===== src/rtl/ahb_lite_dual_master_arbiter.sv =====
// -----------------------------------------------------------------------------
// ahb_lite_dual_master_arbiter
//
// Purpose:
//   Lets two AHB-Lite masters (M0, M1) share one AHB-Lite slave port, which is
//   typically the AHB side of an AHB-to-APB bridge. Each master's address phase
//   is captured into a per-master holding register. That master's data phase is
//   then stalled (its HREADYOUT is held low) until the downstream transfer
//   completes. Captured requests go downstream one at a time as NONSEQ single
//   transfers. Arbitration is round-robin, and the downstream address and data
//   phases are pipelined.
//
// Ports:
//   hclk_i, hreset_ni        clock, asynchronous active-low reset
//   mX_haddr_i  ..hwdata_i   master X (X = 0,1) address/control/write data
//   mX_hreadyout_o           master X HREADY (low while its request is pending)
//   mX_hresp_o               master X error response
//   mX_hrdata_o              read data (broadcast; qualified by mX_hreadyout_o)
//   s_hsel_o .. s_hwdata_o   downstream address/control/write data
//   s_hready_o               HREADY input to the downstream slave
//   s_hreadyout_i            downstream slave HREADYOUT
//   s_hresp_i, s_hrdata_i    downstream slave response and read data
// -----------------------------------------------------------------------------
module ahb_lite_dual_master_arbiter #(
  parameter int unsigned AHB_ADDR_WIDTH = 32,
  parameter int unsigned AHB_DATA_WIDTH = 64
) (
  input  logic                      hclk_i,
  input  logic                      hreset_ni,

  // Master 0
  input  logic [AHB_ADDR_WIDTH-1:0] m0_haddr_i,
  input  logic [1:0]                m0_htrans_i,
  input  logic                      m0_hwrite_i,
  input  logic [2:0]                m0_hsize_i,
  input  logic [AHB_DATA_WIDTH-1:0] m0_hwdata_i,
  output logic                      m0_hreadyout_o,
  output logic                      m0_hresp_o,
  output logic [AHB_DATA_WIDTH-1:0] m0_hrdata_o,

  // Master 1
  input  logic [AHB_ADDR_WIDTH-1:0] m1_haddr_i,
  input  logic [1:0]                m1_htrans_i,
  input  logic                      m1_hwrite_i,
  input  logic [2:0]                m1_hsize_i,
  input  logic [AHB_DATA_WIDTH-1:0] m1_hwdata_i,
  output logic                      m1_hreadyout_o,
  output logic                      m1_hresp_o,
  output logic [AHB_DATA_WIDTH-1:0] m1_hrdata_o,

  // Downstream slave
  output logic                      s_hsel_o,
  output logic [AHB_ADDR_WIDTH-1:0] s_haddr_o,
  output logic [1:0]                s_htrans_o,
  output logic                      s_hwrite_o,
  output logic [2:0]                s_hsize_o,
  output logic [AHB_DATA_WIDTH-1:0] s_hwdata_o,
  output logic                      s_hready_o,
  input  logic                      s_hreadyout_i,
  input  logic                      s_hresp_i,
  input  logic [AHB_DATA_WIDTH-1:0] s_hrdata_i
);

  localparam logic [1:0] HTRANS_IDLE   = 2'b00;
  localparam logic [1:0] HTRANS_NONSEQ = 2'b10;

  // ---------------------------------------------------------------------------
  // Per-master views of the input ports, so that the rest of the logic can be
  // written once and indexed by master number.
  // ---------------------------------------------------------------------------
  logic [AHB_ADDR_WIDTH-1:0] w_haddr  [2];
  logic [1:0]                w_htrans [2];
  logic [1:0]                w_hwrite;
  logic [2:0]                w_hsize  [2];
  logic [AHB_DATA_WIDTH-1:0] w_hwdata [2];

  assign w_haddr[0]  = m0_haddr_i;
  assign w_haddr[1]  = m1_haddr_i;
  assign w_htrans[0] = m0_htrans_i;
  assign w_htrans[1] = m1_htrans_i;
  assign w_hwrite    = {m1_hwrite_i, m0_hwrite_i};
  assign w_hsize[0]  = m0_hsize_i;
  assign w_hsize[1]  = m1_hsize_i;
  assign w_hwdata[0] = m0_hwdata_i;
  assign w_hwdata[1] = m1_hwdata_i;

  // ---------------------------------------------------------------------------
  // State
  // ---------------------------------------------------------------------------
  logic [AHB_ADDR_WIDTH-1:0] r_hold_addr [2];
  logic [1:0]                r_hold_write;
  logic [2:0]                r_hold_size [2];
  logic [1:0]                r_pend;        // request captured, not yet completed
  logic                      r_aph_valid;   // downstream address phase occupied
  logic                      r_aph_owner;
  logic                      r_dph_valid;   // downstream data phase occupied
  logic                      r_dph_owner;
  logic                      r_last_grant;  // master granted most recently

  // ---------------------------------------------------------------------------
  // Per-master request handling and candidate selection
  // ---------------------------------------------------------------------------
  logic [1:0] w_complete;   // this master's data phase finishes this cycle
  logic [1:0] w_hreadyout;
  logic [1:0] w_capture;    // address phase being accepted this cycle
  logic [1:0] w_req;
  logic [1:0] w_cand;

  // NOTE: every signal driven in always_comb gets a default at the top of the
  // block, so that no path leaves it unassigned and no latch is inferred.
  always_comb begin
    w_complete  = '0;
    w_hreadyout = '0;
    w_capture   = '0;
    w_req       = '0;
    w_cand      = '0;
    for (int i = 0; i < 2; i++) begin
      w_complete[i]  = r_dph_valid && (r_dph_owner == 1'(i)) && s_hreadyout_i;
      w_hreadyout[i] = !r_pend[i] || w_complete[i];
      // NONSEQ (10) and SEQ (11) both have bit 1 set. IDLE and BUSY never do.
      w_capture[i]   = w_htrans[i][1] && w_hreadyout[i];
      // A request captured in this cycle competes straight away. An idle
      // arbiter can therefore issue it downstream in the very next cycle.
      w_req[i]       = r_pend[i] || w_capture[i];
      w_cand[i]      = w_req[i]
                       && !(r_aph_valid && (r_aph_owner == 1'(i)))
                       && !(r_dph_valid && (r_dph_owner == 1'(i)));
    end
  end

  // Round-robin: with a single candidate, that candidate wins. When both
  // masters are candidates, the one not granted last time wins.
  logic w_grant_valid;
  logic w_grant_owner;

  assign w_grant_valid = |w_cand;
  assign w_grant_owner = (&w_cand) ? ~r_last_grant : w_cand[1];

  // ---------------------------------------------------------------------------
  // Sequential state
  // ---------------------------------------------------------------------------
  // NOTE: all state here uses non-blocking assignments, so every register
  // samples the values from before the clock edge. For example, dph picks up
  // the old aph while aph takes the new grant.
  always_ff @(posedge hclk_i or negedge hreset_ni) begin
    if (!hreset_ni) begin
      // NOTE: the holding registers are reset too. They are only two small
      // entries, and a defined reset value keeps s_haddr_o/s_hsize_o free of
      // X values while the downstream port is idle.
      for (int i = 0; i < 2; i++) begin
        r_hold_addr[i] <= '0;
        r_hold_size[i] <= '0;
      end
      r_hold_write <= '0;
      r_pend       <= '0;
      r_aph_valid  <= 1'b0;
      r_aph_owner  <= 1'b0;
      r_dph_valid  <= 1'b0;
      r_dph_owner  <= 1'b0;
      r_last_grant <= 1'b1;  // M0 wins the first contended arbitration
    end else begin
      for (int i = 0; i < 2; i++) begin
        // A capture happens only when the hold entry is free or is completing
        // from dph. The entry feeding the downstream address phase is never
        // overwritten.
        if (w_capture[i]) begin
          r_hold_addr[i]  <= w_haddr[i];
          r_hold_write[i] <= w_hwrite[i];
          r_hold_size[i]  <= w_hsize[i];
          r_pend[i]       <= 1'b1;
        end else if (w_complete[i]) begin
          r_pend[i]       <= 1'b0;
        end
      end

      // The pipeline advances only when the slave accepts the current phase.
      // Otherwise address and control stay frozen.
      if (s_hreadyout_i) begin
        r_dph_valid <= r_aph_valid;
        r_dph_owner <= r_aph_owner;
        r_aph_valid <= w_grant_valid;
        if (w_grant_valid) begin
          r_aph_owner  <= w_grant_owner;
          r_last_grant <= w_grant_owner;
        end
      end
    end
  end

  // ---------------------------------------------------------------------------
  // Downstream port
  // ---------------------------------------------------------------------------
  // SEQ from a master is always re-issued as NONSEQ. Every downstream transfer
  // is a single transfer.
  assign s_hsel_o   = r_aph_valid;
  assign s_htrans_o = r_aph_valid ? HTRANS_NONSEQ : HTRANS_IDLE;
  assign s_haddr_o  = r_hold_addr[r_aph_owner];
  assign s_hwrite_o = r_hold_write[r_aph_owner];
  assign s_hsize_o  = r_hold_size[r_aph_owner];
  // The data-phase master keeps its hwdata stable while it is stalled, so its
  // hwdata can be passed straight through.
  assign s_hwdata_o = r_dph_valid ? w_hwdata[r_dph_owner] : '0;
  assign s_hready_o = s_hreadyout_i;

  // ---------------------------------------------------------------------------
  // Upstream responses
  // ---------------------------------------------------------------------------
  assign m0_hreadyout_o = w_hreadyout[0];
  assign m1_hreadyout_o = w_hreadyout[1];
  // Both cycles of a two-cycle ERROR response pass through to the owner.
  assign m0_hresp_o     = r_dph_valid && !r_dph_owner && s_hresp_i;
  assign m1_hresp_o     = r_dph_valid &&  r_dph_owner && s_hresp_i;
  assign m0_hrdata_o    = s_hrdata_i;
  assign m1_hrdata_o    = s_hrdata_i;

endmodule


===== config.mk =====
export PLATFORM = sky130hd
export DESIGN_NAME = ahb_lite_dual_master_arbiter
export DESIGN_NICKNAME = d
export VERILOG_FILES = /design/src/rtl/ahb_lite_dual_master_arbiter.sv
export SDC_FILE = /design/constraint.sdc
export NUM_CORES = 1
export LEC_CHECK = 0
export CAP_MARGIN = 20
export CELL_PAD_IN_SITES_DETAIL_PLACEMENT = 1
export CELL_PAD_IN_SITES_GLOBAL_PLACEMENT = 2
export CORE_UTILIZATION = 15
export DETAILED_ROUTE_END_ITERATION = 10
export PLACE_DENSITY = 0.85
export SLEW_MARGIN = 25
export SYNTH_ARGS = -nofsm -noshare
export SYNTH_HDL_FRONTEND = slang
export SYNTH_SLANG_ARGS = --single-unit
export TNS_END_PERCENT = 10

===== constraint.sdc =====
create_clock -name hclk_i -period 1.67 [get_ports hclk_i]
set_input_delay 0.334 -clock hclk_i [delete_from_list [all_inputs] [get_ports hclk_i]]
set_output_delay 0.334 -clock hclk_i [all_outputs]
set_load 0.01 [all_outputs]

==> results of run 1 <==
## cells in the final DEF, fill, tap and decap left out, drive strengths merged, types with 2 or more instances in the layout
master         instances
clkdlybuf4s50        204
buf                  167
mux2                 110
dfrtp                 78
nor2b                 65
mux2i                 65
clkbuf                11
clkinv                 5
a21oi                  4
inv                    3
nand2b                 3
nor2                   2
nand2                  2
and2                   2
clkdlybuf4s15          2
dlygate4sd2            2
o21ai                  2
## sequential cells by signal (all words and copies together), names as in the netlist
| name | cells |
|---|---|
| r_hold_addr | 64 |
| r_hold_size | 6 |
| r_hold_write | 2 |
| r_pend | 2 |
| r_aph_owner | 1 |
| r_dph_owner | 1 |
| r_dph_valid | 1 |
| r_last_grant | 1 |
| s_hsel_o | 1 |
## cell type report
class	instances	area [sq um]	area share, %
timing repair buffer	377	3680	39.4
multi-input combinational	263	2730	29.3
sequential	79	1990	21.3
tap	511	639	6.85
clock buffer	10	229	2.45
clock inverter	6	62.6	0.670
inverter	3	11.3	0.121
## critical path, stage by stage (launching register included)
cell     delay [ns]
dfrtp_4        0.52
buf_12         0.16
buf_12         0.13
buf_6          0.12
mux2i_4        0.18
nor2b_4        0.15
buf_12         0.13
## kinds of logic (layout without fill, tap and decap cells)
| kind of cell | after synthesis | after routing | synth area share [%] |
|---|---|---|---|
| AOI/OAI and AO/OA | 11 | 11 | 1.29 |
| buffers and inverters | 162 | 396 | 21.1 |
| DFF | 79 | 79 | 34.4 |
| muxes | 175 | 175 | 34.8 |
| other | 1 | 1 | 0.0653 |
| and+or+nand+nor | 76 | 76 | 8.25 |
## power groups by stage
stage | Clock (mW) | Sequential [mW] | Combinational (mW)
3_3_place_gp | 0 | 3.47 | 9.58
5_1_grt | 2.13 | 3.62 | 11.2
4_1_cts | 2.04 | 3.48 | 10.2
3_5_place_dp | 0 | 3.50 | 9.72
6_report | 1.97 | 3.49 | 10.5
2_1_floorplan | 0 | 3.27 | 5.24
## stage by stage
stage / hold WS (ns) / power, mW / setup TNS [ns] / cells / area [sq um]
after floorplan: 0.0384 / 8.52 / 0 / 504 / 5750
after global placement: 0.293 / 13.0 / -54.05 / 1214 / 8790
after detailed placement: 0.293 / 13.2 / -53.82 / 1214 / 8790
after CTS: 0.472 / 15.7 / -36.92 / 1241 / 9200
after global routing: 0.500 / 16.9 / -47.23 / 1249 / 9340
final: 0.475 / 15.9 / -37.39 / 1249 / 9340
## final timing paths
path	slack, ns	end	start
setup / recovery	-0.42	s_hwdata_o[4]	r_dph_owner$_DFFE_PN0P_
hold / removal	0.47	r_hold_addr[16]$_DFFE_PN0P_	hreset_ni
setup reg to reg	-0.40	r_hold_size[5]$_DFFE_PN0P_	r_dph_owner$_DFFE_PN0P_
hold reg to reg	0.48	r_hold_addr[17]$_DFFE_PN0P_	r_hold_addr[17]$_DFFE_PN0P_
max in group asynchronous	0.63	r_last_grant$_DFFE_PN1P_	hreset_ni
min in group hclk_i	0.48	r_hold_addr[17]$_DFFE_PN0P_	r_hold_addr[17]$_DFFE_PN0P_
## what timing repair did
item,4_1_cts,5_1_grt
buffers inserted,8,7
hold buffers,1,0
endpoints found under the setup margin,175,173
hold endpoints to repair,26,0
pin swaps,0,3
resized for setup,465,41
gates cloned,3,1
## per-layer routing
layer	up-vias	track usage, %	wire length (um)
li1	2027	-	-
met1	2111	11.8	8430
met5	-	0	13
met4	2	2.38	242
met2	300	17.2	10400
met3	28	5.96	2830
## synthesized netlist by cell type (3+ instances only)
master      n  share of area, %
a21oi_1     4              0.35
mux2i_1    65                11
dfrtp_1    78                34
nor2b_1    65               7.1
buf_1       4              0.26
buf_12      3               1.0
clkbuf_1    7              0.46
inv_1       3              0.20
mux2_1      6               1.2
buf_6       6               1.2
mux2_2     74                15
buf_4     131                17
mux2_4     30               7.8
buf_2       7              0.61
==> results.py, run 1 <==
metrics = {
    "timing": {
        "min_period_over_period_pct": 125,
        "max_freq_mhz": 479,
        "final-max-slew-violation-count": 0,
        "final.min_clock_period_ns": 2.09,
        "hold_viol_final": 0,
        "rsz0062_at_grt": "true",
        "finalWorstSetupSlack_ns": -0.418,
        "clock_skew_ns": 0.00911,
        "setup_viol": 142,
    },
    "logic_synthesis": {
        "synth_warnings": 0,
        "syn_inst": 504,
        "netlist_area_sq_um": 5750,
        "synth-main-ff-cell": "dfrtp_1",
        "synth_nets": 776,
        "syn_avg_cell_area_sq_um": 11.4,
        "synthArstFlopShare_pct": 100,
        "ys_seq_elements": 79,
        "synth-seq-area-share_pct": 34.4,
        "synth_edf_count": 0,
        "yosys.cell_types.count": 32,
    },
    "pwr": {
        "seqPwrFrac_pct": 21.9,
        "power_switching_mw": 5.54,
        "swShare_pct": 34.8,
        "comb_power_share_pct": 65.7,
        "p_leak_nw": 4.04,
        "p_int_mw": 10.4,
        "peakVddDrop_mv": 0.932,
        "power_frac_clock_pct": 12.4,
        "p_per_area_nw_per_um2": 1700,
    },
    "run_status": {
        "violations": "setup timing",
        "status": "complete, but fails checks",
    },
    "clock_network": {
        "cts-root-buf": "clkbuf_16",
        "tritoncts": "yes",
        "cts.sinks": 79,
        "cts_buffer_depth": 2,
        "worstSkewPairLatency_ns": 0.34,
        "cts-htree-levels": 3,
        "clk_pin_slew_worst_paths_ns": 0.06,
        "numCtsBuffers": 9,
    },
    "global_routing": {
        "grt_max_degree": 43,
        "overflow": 0,
        "grt_pass1_wl_um": 30300,
        "grt_pass1_vias": 4731,
        "grt_antenna_before_repair": 1,
        "track_usage_pct": 10.5,
    },
    "worst_setup_path": {
        "arrival_ns": 1.75,
        "crit_type": "reg -> out",
        "cp_max_fo": 6,
        "cp-start-kind": "flip-flop",
        "crit_required_ns": 1.34,
        "end_kind": "output port",
        "r2r_cells": 7,
    },
    "route": {
        "drt_wl_total_um": 21900,
        "remaining_drc_errors": 0,
        "num_vias": 4468,
        "firstDrtPassIters": 4,
        "drt_iter0_markers": 75,
        "drtAntennaViolNets": 0,
        "vias_per_cell": 3.58,
        "wl_per_cell_um": 17.5,
    },
    "die": {
        "initial_core_util_pct": 15.3,
        "die_w_um": 198,
        "die_h_um": 198,
        "rows": 71,
        "io_pins": 508,
        "die-area_sq_um": 39100,
        "core_region_area_sq_um": 37700,
    },
    "place": {
        "dp_slack_ns": -0.485,
        "dp_hpwl_um": 17000,
        "place.gp.congestion": 0.699,
        "io_buffers": 312,
    },
    "final_layout": {
        "finalNetCount": 1005,
        "fillers": 4328,
        "fin_util_pct": 24.8,
        "area_growth_pct": 62.5,
        "diodes": 0,
        "final_layout_size_suffix_gt1_share_pct": 43.0,
    },
    "job": {
        "maxCapViolations": 0,
    },
    "worst_hold_path": {
        "hold_path_class": "in -> async",
    },
}
Note: power is estimated with default switching activity, not from simulation.
==> run 2: changes to the inputs <==
- ABC_AREA: default -> 1
- CORE_ASPECT_RATIO: default -> 0.6
- CORE_UTILIZATION: 15 -> 13
- PLACE_DENSITY: 0.85 -> 0.87
==> results.py, run 2 <==
metrics = {
    "run_status": {
        "status": "complete, but fails checks",
        "violations": "setup timing",
    },
    "final_layout": {
        "finalNetCount": 1323,
        "largest_reg_flops": 64,
        "top_register": "r_hold_addr",
        "final_cell_mix": "nand2_1, clkdlybuf4s50_1, nand3_1, dfrtp_1, buf_4",
        "final_common_cell": "nand2_1",
        "area_growth_pct": 84.1,
        "fillers": 4920,
        "final_layout_size_suffix_gt1_share_pct": 33.9,
        "top_regs": "r_hold_addr: 64 flops, r_hold_size: 6 flops",
    },
    "logic_synthesis": {
        "synth_top_cell_by_area": "dfrtp_1",
        "synth_warnings": 0,
        "synthTopCellsByArea": "dfrtp_1, nand2_1, buf_4",
        "synth-seq-area-share_pct": 36.0,
        "synth_top_area_share_pct": 35.5,
        "ys_seq_elements": 79,
        "yosys.cell_types.count": 19,
        "synth_edf_count": 0,
        "synth_nets": 1086,
        "syn_avg_cell_area_sq_um": 6.76,
        "syn_inst": 814,
        "synth-main-ff-cell": "dfrtp_1",
        "netlist_area_sq_um": 5500,
        "ys_top_cells_by_count": "nand2_1, buf_4, dfrtp_1",
        "yosysMostFrequentCell": "nand2_1",
        "synthArstFlopShare_pct": 100,
    },
    "clock_network": {
        "cts-root-buf": "clkbuf_16",
        "clk_pin_slew_worst_paths_ns": 0.07,
        "worstSkewPairLatency_ns": 0.35,
        "cts.sinks": 79,
        "tritoncts": "yes",
        "cts_buffer_depth": 2,
        "numCtsBuffers": 9,
        "cts-htree-levels": 3,
    },
    "route": {
        "remaining_drc_errors": 0,
        "drt_wl_total_um": 33900,
        "drt_iter0_markers": 482,
        "firstDrtPassIters": 4,
        "vias_per_cell": 3.93,
        "drtAntennaViolNets": 0,
        "wl_per_cell_um": 20.9,
        "num_vias": 6357,
    },
    "timing": {
        "fin_worst_hold_slack_ns": 0.345,
        "final-max-slew-violation-count": 0,
        "hold_viol_final": 0,
        "final.min_clock_period_ns": 2.05,
        "setup_viol": 136,
        "max_freq_mhz": 487,
        "finalWorstSetupSlack_ns": -0.383,
        "min_period_over_period_pct": 123,
        "clock_skew_ns": 0.0123,
        "rsz0062_at_grt": "true",
    },
    "worst_setup_path": {
        "cp_max_fo": 5,
        "critPathTopFamily": "buffers and inverters",
        "path_cells": "clkinv_4 > buf_12 > buf_16 > buf_6 > nand2_4 > a21oi_4 > buf_6 > buf_12",
        "crit_required_ns": 1.34,
        "cp-start-kind": "flip-flop",
        "cpMaxStageDelayCell": "dfrtp_2",
        "crit_type": "reg -> out",
        "arrival_ns": 1.72,
        "end_kind": "output port",
        "cp.buffers_inverters": 6,
        "slowest_delay_ns": 0.46,
    },
    "place": {
        "io_buffers": 312,
        "dp_slack_ns": -0.503,
        "dp_hpwl_um": 25300,
        "place.gp.congestion": 0.863,
    },
    "die": {
        "initial_core_util_pct": 13.4,
        "rows": 57,
        "core_region_area_sq_um": 41100,
        "die-area_sq_um": 43200,
        "io_pins": 508,
        "die_w_um": 268,
        "die_h_um": 161,
    },
    "global_routing": {
        "overflow": 0,
        "grt_max_degree": 33,
        "grt_pass1_wl_um": 46900,
        "grt_antenna_before_repair": 4,
        "track_usage_pct": 15.2,
        "grt_pass1_vias": 6748,
    },
    "pwr": {
        "peakVddDrop_mv": 0.553,
        "p_leak_nw": 4.68,
        "finalPower_mw": 16.2,
        "p_per_area_nw_per_um2": 1600,
    },
    "job": {
        "maxCapViolations": 0,
    },
    "worst_hold_path": {
        "hold_path_class": "in -> reg",
    },
}
## run 2: final timing paths
kind / start / endpoint / slack (ns) / depth (start not counted)
worst min register to register: r_hold_addr[51]$_DFFE_PN0P_ / r_hold_addr[51]$_DFFE_PN0P_ / 0.47 / 2
worst max register to register: r_dph_owner$_DFFE_PN0P_ / r_hold_addr[45]$_DFFE_PN0P_ / -0.15 / 10
max in group asynchronous: hreset_ni / r_dph_owner$_DFFE_PN0P_ / 0.55 / 3
worst max-delay path: r_dph_owner$_DFFE_PN0P_ / s_hwdata_o[59] / -0.38 / 8
worst min-delay path: m0_htrans_i[1] / r_pend[0]$_DFFE_PN0P_ / 0.34 / 3
min in group asynchronous: hreset_ni / r_hold_addr[17]$_DFFE_PN0P_ / 0.50 / 2
## run 2: through the flow
stage          area (sq um)  std cells  utilization [%]  setup TNS, ns
2_1_floorplan          5500        814                -              0
3_3_place_gp           8760       1562             21.3         -43.49
3_5_place_dp           8760       1562             21.3         -45.37
4_1_cts                9680       1601             23.6         -28.20
5_1_grt               10100       1619             24.6         -37.29
6_report              10100       1619             24.6         -23.78
## run 2: metal layers
metal	vias to the layer above	GRT usage, %	share of wire, %
li1	2900	-	-
met1	3149	19.8	45
met2	282	23.1	46
met3	24	6.08	8.0
met4	2	3.71	1.4
met5	-	0	0.030
## run 2: report_power, final
part	internal [mW]	switching, mW
Combinational	5.15	5.75
Clock	1.09	0.819
Sequential	2.81	0.611
## run 2: kinds of logic (layout without fill, tap and decap cells)
kind of cell           Yosys count  after routing  synth area share (%)
and+or+nand+nor                475            475                  34.4
other                            1              4                0.0682
DFF                             79             79                  36.0
AOI/OAI and AO/OA               69             69                  6.41
buffers and inverters          190            432                  23.2
## run 2: area by class of cell
type,count,area (sq um),share of cell area (%)
Inverter,9,46.3,0.457
Sequential cell,79,1980,19.6
Multi-Input combinational cell,545,2860,28.2
Clock inverter,3,18.8,0.185
Clock buffer,13,260,2.57
Tap cell,560,701,6.92
Timing Repair Buffer,407,4250,42.0
Antenna cell,3,7.51,0.0741
## run 2: what timing repair did
action / in CTS / in global routing
hold buffers: 1 / 0
hold endpoints to repair: 25 / 0
pin swaps: 26 / 33
setup buffers: 14 / 15
setup endpoints to repair: 180 / 177
gates resized for setup: 509 / 129
gates cloned: 10 / 3
## run 2: worst reg2reg max path: cells and delay by family (launching register included)
kind            cells  cell delay (ns)
buf+inv             6             0.76
flops               1             0.46
simple gates        3             0.30
compound gates      1             0.23
==> run 3: changes to the inputs <==
- CTS_CLUSTER_SIZE: default -> 24
==> results of run 3 <==
No change in the layout: final DEF, timing and power equal those of run 2.
